--- src/rtl/gate_sweep_pkg.sv ---
`default_nettype none
// ============================================================================
// Module      : gate_sweep_pkg
// Description : Shared definitions for the gate sweep controller.
//               - Sweep FSM state encoding.
//               - Reference truth tables for common 2-input gates. Each table
//                 is indexed by {A,B}, so bit 3 is the A=1,B=1 result.
//               - Width of the settle counter.
// Revision    : 1.0 - initial release
// ============================================================================
package gate_sweep_pkg;

  // Width of the settle counter. SETTLE values of 1..15 fit in it.
  localparam int SETTLE_W = 4;

  // Sweep FSM state encoding
  localparam logic [1:0] ST_IDLE   = 2'd0;
  localparam logic [1:0] ST_SETTLE = 2'd1;
  localparam logic [1:0] ST_SAMPLE = 2'd2;
  localparam logic [1:0] ST_DONE   = 2'd3;

  // Reference truth tables, indexed by {A,B}
  localparam logic [3:0] TT_AND  = 4'b1000;
  localparam logic [3:0] TT_NAND = 4'b0111;
  localparam logic [3:0] TT_OR   = 4'b1110;
  localparam logic [3:0] TT_NOR  = 4'b0001;
  localparam logic [3:0] TT_XOR  = 4'b0110;

endpackage
`default_nettype wire

--- src/rtl/gate_sweep_timer.sv ---
`default_nettype none
// ============================================================================
// Module      : gate_sweep_timer
// Description : Settle-window counter for the gate sweep controller.
//               i_load clears the count. i_count increments it.
//               o_expire flags the last settle cycle (count == LIMIT-1).
// Ports       : clk      - rising-edge clock
//               rst      - synchronous active-high reset
//               i_load   - clear count (has priority over i_count)
//               i_count  - increment count
//               o_expire - count has reached LIMIT-1
// Revision    : 1.0 - initial release
// ============================================================================
module gate_sweep_timer
  import gate_sweep_pkg::*;
#(
  parameter int LIMIT = 2
) (
  input  logic clk,
  input  logic rst,
  input  logic i_load,
  input  logic i_count,
  output logic o_expire
);

  localparam logic [SETTLE_W-1:0] c_LAST = SETTLE_W'(LIMIT - 1);

  logic [SETTLE_W-1:0] r_cnt;

  always_ff @(posedge clk) begin
    if (rst) begin
      r_cnt <= '0;
    end else if (i_load) begin
      r_cnt <= '0;
    end else if (i_count) begin
      r_cnt <= r_cnt + SETTLE_W'(1);
    end
  end

  assign o_expire = (r_cnt == c_LAST);

endmodule
`default_nettype wire

--- src/rtl/gate_sweep_ctrl.sv ---
`default_nettype none
// ============================================================================
// Module      : gate_sweep_ctrl
// Description : Drives all four {A,B} input combinations into a 2-input gate
//               under test. After each drive it waits SETTLE cycles, samples
//               the gate output and compares it against the EXPECT truth
//               table. Per-vector mismatches are accumulated in fail_vec, and
//               pass is reported with a one-cycle done pulse.
// Options     : GATE_SWEEP_CAPTURE_EN - adds the z_table output, which holds
//               the raw sampled gate outputs.
// Ports       : clk      - rising-edge clock
//               rst      - synchronous active-high reset
//               start    - sweep request (only accepted in IDLE)
//               abort    - cancel an active sweep
//               z_in     - output of the gate under test
//               a_out    - gate input A
//               b_out    - gate input B
//               busy     - sweep in progress
//               done     - one-cycle completion pulse
//               pass     - result of the last completed sweep
//               z_table  - captured z_in per vector (option only)
//               fail_vec - per-vector mismatch flags, indexed by {A,B}
// Revision    : 1.0 - initial release
// ============================================================================
module gate_sweep_ctrl
  import gate_sweep_pkg::*;
#(
  parameter logic [3:0] EXPECT = TT_AND,
  parameter int         SETTLE = 2
) (
  input  logic       clk,
  input  logic       rst,
  input  logic       start,
  input  logic       abort,
  input  logic       z_in,
  output logic       a_out,
  output logic       b_out,
  output logic       busy,
  output logic       done,
  output logic       pass,
`ifdef GATE_SWEEP_CAPTURE_EN
  output logic [3:0] z_table,
`endif
  output logic [3:0] fail_vec
);

  logic [1:0] r_state;
  logic [1:0] w_state_nxt;
  logic [1:0] r_idx;
  logic [1:0] w_idx_nxt;
  logic       r_a, r_b, r_busy, r_done, r_pass;
  logic       w_a_nxt, w_b_nxt, w_busy_nxt, w_done_nxt, w_pass_nxt;
  logic [3:0] r_fail;
  logic [3:0] w_fail_nxt;
  logic       w_expire;
  logic       w_tmr_load;
  logic       w_tmr_count;
`ifdef GATE_SWEEP_CAPTURE_EN
  logic [3:0] r_ztab;
  logic [3:0] w_ztab_nxt;
`endif

  // The counter is held at zero outside SETTLE. This means every SETTLE
  // window starts from zero without an explicit load on entry. Abort also
  // clears it.
  assign w_tmr_load  = (r_state != ST_SETTLE) || abort;
  assign w_tmr_count = (r_state == ST_SETTLE);

  gate_sweep_timer #(
    .LIMIT(SETTLE)
  ) u_timer (
    .clk     (clk),
    .rst     (rst),
    .i_load  (w_tmr_load),
    .i_count (w_tmr_count),
    .o_expire(w_expire)
  );

  // State and output registers
  always_ff @(posedge clk) begin
    if (rst) begin
      r_state <= ST_IDLE;
      r_idx   <= 2'd0;
      r_a     <= 1'b0;
      r_b     <= 1'b0;
      r_busy  <= 1'b0;
      r_done  <= 1'b0;
      r_pass  <= 1'b0;
      r_fail  <= 4'd0;
`ifdef GATE_SWEEP_CAPTURE_EN
      r_ztab  <= 4'd0;
`endif
    end else begin
      r_state <= w_state_nxt;
      r_idx   <= w_idx_nxt;
      r_a     <= w_a_nxt;
      r_b     <= w_b_nxt;
      r_busy  <= w_busy_nxt;
      r_done  <= w_done_nxt;
      r_pass  <= w_pass_nxt;
      r_fail  <= w_fail_nxt;
`ifdef GATE_SWEEP_CAPTURE_EN
      r_ztab  <= w_ztab_nxt;
`endif
    end
  end

  // Next-state logic. Abort overrides the SETTLE/SAMPLE transitions.
  always_comb begin
    w_state_nxt = r_state;
    case (r_state)
      ST_IDLE: begin
        if (start) w_state_nxt = ST_SETTLE;
      end
      ST_SETTLE: begin
        if (abort)         w_state_nxt = ST_IDLE;
        else if (w_expire) w_state_nxt = ST_SAMPLE;
      end
      ST_SAMPLE: begin
        if (abort)              w_state_nxt = ST_IDLE;
        else if (r_idx == 2'd3) w_state_nxt = ST_DONE;
        else                    w_state_nxt = ST_SETTLE;
      end
      ST_DONE: begin
        w_state_nxt = ST_IDLE;
      end
      default: begin
        w_state_nxt = ST_IDLE;
      end
    endcase
  end

  // Next values of the registered outputs. Each value is computed so that it
  // lines up with the state it is registered alongside.
  always_comb begin
    w_idx_nxt  = r_idx;
    w_a_nxt    = r_a;
    w_b_nxt    = r_b;
    w_pass_nxt = r_pass;
    w_fail_nxt = r_fail;
`ifdef GATE_SWEEP_CAPTURE_EN
    w_ztab_nxt = r_ztab;
`endif
    case (r_state)
      ST_IDLE: begin
        if (start) begin
          w_idx_nxt  = 2'd0;
          w_a_nxt    = 1'b0;
          w_b_nxt    = 1'b0;
          w_pass_nxt = 1'b0;
          w_fail_nxt = 4'd0;
`ifdef GATE_SWEEP_CAPTURE_EN
          w_ztab_nxt = 4'd0;
`endif
        end
      end
      ST_SETTLE, ST_SAMPLE: begin
        if (abort) begin
          // The partial fail_vec is kept for inspection.
          w_idx_nxt  = 2'd0;
          w_a_nxt    = 1'b0;
          w_b_nxt    = 1'b0;
          w_pass_nxt = 1'b0;
        end else if (r_state == ST_SAMPLE) begin
          w_fail_nxt[r_idx] = z_in ^ EXPECT[r_idx];
`ifdef GATE_SWEEP_CAPTURE_EN
          w_ztab_nxt[r_idx] = z_in;
`endif
          if (r_idx == 2'd3) begin
            // pass must include the mismatch flag sampled this cycle.
            w_pass_nxt = (w_fail_nxt == 4'd0);
          end else begin
            w_idx_nxt          = r_idx + 2'd1;
            {w_a_nxt, w_b_nxt} = r_idx + 2'd1;
          end
        end
      end
      ST_DONE: begin
        // Park the gate inputs at 00 while idle.
        w_idx_nxt = 2'd0;
        w_a_nxt   = 1'b0;
        w_b_nxt   = 1'b0;
      end
      default: begin
        w_idx_nxt = 2'd0;
      end
    endcase
    w_busy_nxt = (w_state_nxt == ST_SETTLE) || (w_state_nxt == ST_SAMPLE);
    w_done_nxt = (w_state_nxt == ST_DONE);
  end

  assign a_out    = r_a;
  assign b_out    = r_b;
  assign busy     = r_busy;
  assign done     = r_done;
  assign pass     = r_pass;
  assign fail_vec = r_fail;
`ifdef GATE_SWEEP_CAPTURE_EN
  assign z_table  = r_ztab;
`endif

endmodule
`default_nettype wire

--- config.mk ---
export PLATFORM = sky130hd
export DESIGN_NAME = gate_sweep_ctrl
export DESIGN_NICKNAME = d
export VERILOG_FILES = /design/src/rtl/gate_sweep_pkg.sv /design/src/rtl/gate_sweep_timer.sv /design/src/rtl/gate_sweep_ctrl.sv
export SDC_FILE = /design/constraint.sdc
export NUM_CORES = 1
export LEC_CHECK = 0
export BUFFER_PORTS_ARGS = -buffer_cell sky130_fd_sc_hd__buf_4
export CAP_MARGIN = 20
export CORE_ASPECT_RATIO = 0.8
export CORE_UTILIZATION = 45
export CTS_CLUSTER_DIAMETER = 40
export DETAILED_ROUTE_END_ITERATION = 12
export HOLD_SLACK_MARGIN = 0.02
export PLACE_DENSITY = 0.66
export SLEW_MARGIN = 0
export SYNTH_ARGS = -nofsm -noshare
export SYNTH_HDL_FRONTEND = slang
export SYNTH_SLANG_ARGS = --single-unit
--- constraint.sdc ---
create_clock -name clk -period 3.1 [get_ports clk]
set_input_delay 0.155 -clock clk [delete_from_list [all_inputs] [get_ports clk]]
set_output_delay 0.155 -clock clk [all_outputs]
set_load 0.005 [all_outputs]
==> impl_metrics.sql <==
INSERT INTO impl_metrics (metric_group, metric, value, unit) VALUES
('finish', 'postLayoutCoreUtil', '58.2', '%'),
('yosys', 'post_synth_inst_count', '105', ''),
('clock_network', 'postCtsHoldBufs', '0', ''),
('hold_path', 'holdPathStages', '2', ''),
('power', 'vdd.ir_drop.worst', '0.307', 'mV'),
('finish', 'area_growth', '14.4', '%'),
('power', 'share_seq_of_total_power', '51.9', '%'),
('flow_run', 'cap_viol_max_count', '0', ''),
('setup_path', 'worstSetupPathType', 'reg -> reg', ''),
('route', 'remaining_drc_errors', '0', ''),
('timing', 'worst_hold_slack', '69.5', 'ps'),
('clock_network', 'cts_max_level', '1', ''),
('yosys', 'synth_xor_xnor_area_share', '2.97', '%'),
('finish', 'design_area', '1010', 'um2'),
('route', 'dr_total_vias', '703', ''),
('setup_path', 'critical_path_peak_fanout', '9', ''),
('timing', 'layout_min_cycle_time', '2010', 'ps'),
('setup_path', 'r2r.worst_path.cells', '6', ''),
('yosys', 'yosysTopAreaCellShare', '33.9', '%'),
('place', 'io_buffer_count', '13', ''),
('hold_path', 'hold_class', 'in -> reg', ''),
('yosys', 'syn_std_cell_area', '886', 'um2'),
('timing', 'worst-slew-pin-transition', '272', 'ps'),
('global_routing', 'grt_pass1_vias', '607', ''),
('setup_path', 'regToRegStartpoint', 'r_state[0]', ''),
('yosys', 'synthAdderAreaFrac', '15.5', '%'),
('global_routing', 'grt_start_max_net_pins', '18', ''),
('timing', 'final.setup.worst_slack', '1090', 'ps'),
('finish', 'antenna_cells_inserted', '0', ''),
('setup_path', 'worst_r2r_end', 'fail_vec[0]', ''),
('timing', 'report.final.hold_viol_count', '0', ''),
('clock_network', 'cts_resized', '0', ''),
('route', 'wl_per_cell', '11.5', 'um'),
('clock_network', 'root_buffer', 'sky130_fd_sc_hd__clkbuf_4', ''),
('global_routing', 'overflow', '0', ''),
('yosys', 'largest_cells_by_area_after_synthesis', 'sky130_fd_sc_hd__dfxtp_1, sky130_fd_sc_hd__ha_1, sky130_fd_sc_hd__nor2_1, sky130_fd_sc_hd__nor2b_1, sky130_fd_sc_hd__a21oi_1', ''),
('die', 'fp.coreArea', '1740', 'um2'),
('setup_path', 'setup.worst_path.start_class', 'flip-flop', ''),
('run_status', 'outcome', 'finished, final reports clean', ''),
('die', 'die_height', '41.7', 'um'),
('finish', 'drive_gt1_share', '13.6', '%'),
('place', 'placed_area', '987', 'um2'),
('hold_path', 'min_from', 'z_in', ''),
('timing', 'final_cycle_utilization_of_the_critical_path', '64.9', '%'),
('yosys', 'seq_area_frac_synth', '33.9', '%'),
('clock_network', 'clock_tree.buffer_depth', '2', ''),
('die', 'starting_density_of_the_core', '50.9', '%'),
('finish', 'fillers', '162', ''),
('die', 'die_width', '51.6', 'um'),
('clock_network', 'cts-buffers-inserted', '3', ''),
('yosys', 'netlist.top_cell.by_area', 'sky130_fd_sc_hd__dfxtp_1', ''),
('power', 'power_density', '388', 'nW/um2'),
('timing', 'rsz0062_at_grt', 'no', ''),
('power', 'netSwitchingFraction', '27.8', '%'),
('route', 'antenna_left', '0', ''),
('timing', 'finalSetupViolations', '0', ''),
('place', 'hpwlAfterDp', '1.22', 'mm'),
('place', 'placed_cell_count', '136', ''),
('route', 'drt_wl_total', '1.61', 'mm'),
('clock_network', 'tritoncts_num_sinks', '15', ''),
('setup_path', 'arrival', '2210', 'ps'),
('die', 'placementRows', '13', ''),
('setup_path', 'ff2ff_setup_slack', '1090', 'ps'),
('timing', 'setup-tns-final', '0', 'ps'),
('global_routing', 'first_pass_grt_wire_length', '2.64', 'mm'),
('yosys', 'synth_mux_area_share', '3.53', '%'),
('setup_path', 'crit_required', '3300', 'ps'),
('finish', 'final_cell_count_no_fill', '140', ''),
('clock_network', 'clock_latency', '290', 'ps'),
('timing', 'fin_skew', '8.06', 'ps'),
('timing', 'maxSlewHeadroom', '81.8', '%');
==> cells in the mapped netlist <==
library cell / n
sky130_fd_sc_hd__a211o_1: 1
sky130_fd_sc_hd__o32ai_1: 4
sky130_fd_sc_hd__nor3_1: 2
sky130_fd_sc_hd__mux2i_1: 2
sky130_fd_sc_hd__nor2_1: 13
sky130_fd_sc_hd__o41ai_1: 1
sky130_fd_sc_hd__o21ba_1: 1
sky130_fd_sc_hd__a21oi_1: 8
sky130_fd_sc_hd__nor2b_1: 7
sky130_fd_sc_hd__a222oi_1: 1
sky130_fd_sc_hd__a31oi_1: 1
sky130_fd_sc_hd__xnor2_1: 1
sky130_fd_sc_hd__or3b_1: 1
sky130_fd_sc_hd__ha_1: 11
sky130_fd_sc_hd__xor2_1: 2
sky130_fd_sc_hd__buf_6: 1
sky130_fd_sc_hd__o21ai_1: 1
sky130_fd_sc_hd__or2_1: 1
sky130_fd_sc_hd__o21ai_0: 1
sky130_fd_sc_hd__nand3_1: 2
sky130_fd_sc_hd__dfxtp_1: 15
sky130_fd_sc_hd__clkbuf_1: 2
sky130_fd_sc_hd__mux2_1: 1
sky130_fd_sc_hd__nand2b_1: 5
sky130_fd_sc_hd__nand2_1: 8
sky130_fd_sc_hd__inv_1: 9
sky130_fd_sc_hd__o31ai_1: 1
sky130_fd_sc_hd__buf_2: 1
sky130_fd_sc_hd__nor3b_1: 1
==> registers in the layout, indices dropped and copies added, names as in the netlist <==
signal,count
b_out,1
busy,1
done,1
fail_vec,4
pass,1
r_idx,1
r_state,2
u_timer.r_cnt,4
==> power groups by stage <==
stage,clock (mW),sequential (mW),combinational (mW)
2_1_floorplan,0,0.208,0.0579
3_5_place_dp,0,0.208,0.0760
3_3_place_gp,0,0.208,0.0764
4_1_cts,0.116,0.204,0.0764
5_1_grt,0.124,0.205,0.0861
6_report,0.113,0.204,0.0764
==> placed cells by master, fill, tap and decap left out, types with 2 or more instances in the layout <==
cell / count
sky130_fd_sc_hd__nand2_1: 8
sky130_fd_sc_hd__nand3_1: 2
sky130_fd_sc_hd__nor2_1: 13
sky130_fd_sc_hd__dfxtp_1: 15
sky130_fd_sc_hd__mux2i_1: 2
sky130_fd_sc_hd__nor3_1: 2
sky130_fd_sc_hd__nand2b_1: 5
sky130_fd_sc_hd__a21oi_1: 8
sky130_fd_sc_hd__buf_4: 13
sky130_fd_sc_hd__o32ai_1: 4
sky130_fd_sc_hd__inv_1: 9
sky130_fd_sc_hd__nor2b_1: 7
sky130_fd_sc_hd__ha_1: 11
sky130_fd_sc_hd__xor2_1: 2
sky130_fd_sc_hd__clkbuf_4: 3
==> layer usage <==
metal | track usage [%] | share of wire [%] | wire length, um
met5 | 0 | 0 | 0
met3 | 6.59 | 6.1 | 99
met4 | 3.24 | 0.62 | 10
met1 | 24.2 | 55 | 878
met2 | 22.1 | 39 | 622
==> cells by family after synthesis <==
group	after synthesis
AND/OR/NAND/NOR	40
AO/OA/AOI/OAI	20
flip-flops	15
buffers and inverters	13
adder cells (fa/ha/maj)	11
XOR/XNOR	3
multiplexers	3
==> how the worst max path moves through the flow <==
stage,startpoint,to,slack [ps],cells after the start
2_1_floorplan,r_state[0],fail_vec[0],1350,7
6_report,r_state[0],fail_vec[0],1090,6
3_5_place_dp,r_state[0],fail_vec[0],1130,6
3_3_place_gp,r_state[0],fail_vec[2],1220,6
4_1_cts,r_state[0],fail_vec[0],1100,6
5_1_grt,r_state[0],fail_vec[0],970,6
==> critical path: stages (launching register included) <==
cell                      delay (ps)
sky130_fd_sc_hd__dfxtp_1         390
sky130_fd_sc_hd__inv_1            90
sky130_fd_sc_hd__ha_1            440
sky130_fd_sc_hd__mux2i_1         140
sky130_fd_sc_hd__a211o_1         360
sky130_fd_sc_hd__or2_1           290
sky130_fd_sc_hd__o32ai_1         230
==> cell type report <==
class,instances,area [um2],area share [%]
clock buffer,4,26.3,2.59
inverter,9,33.8,3.33
multi-input combinational,77,528,52.1
sequential,15,300,29.6
tap,22,27.5,2.72
timing repair buffer,13,97.6,9.63
Power figures use the tool's default switching activity.
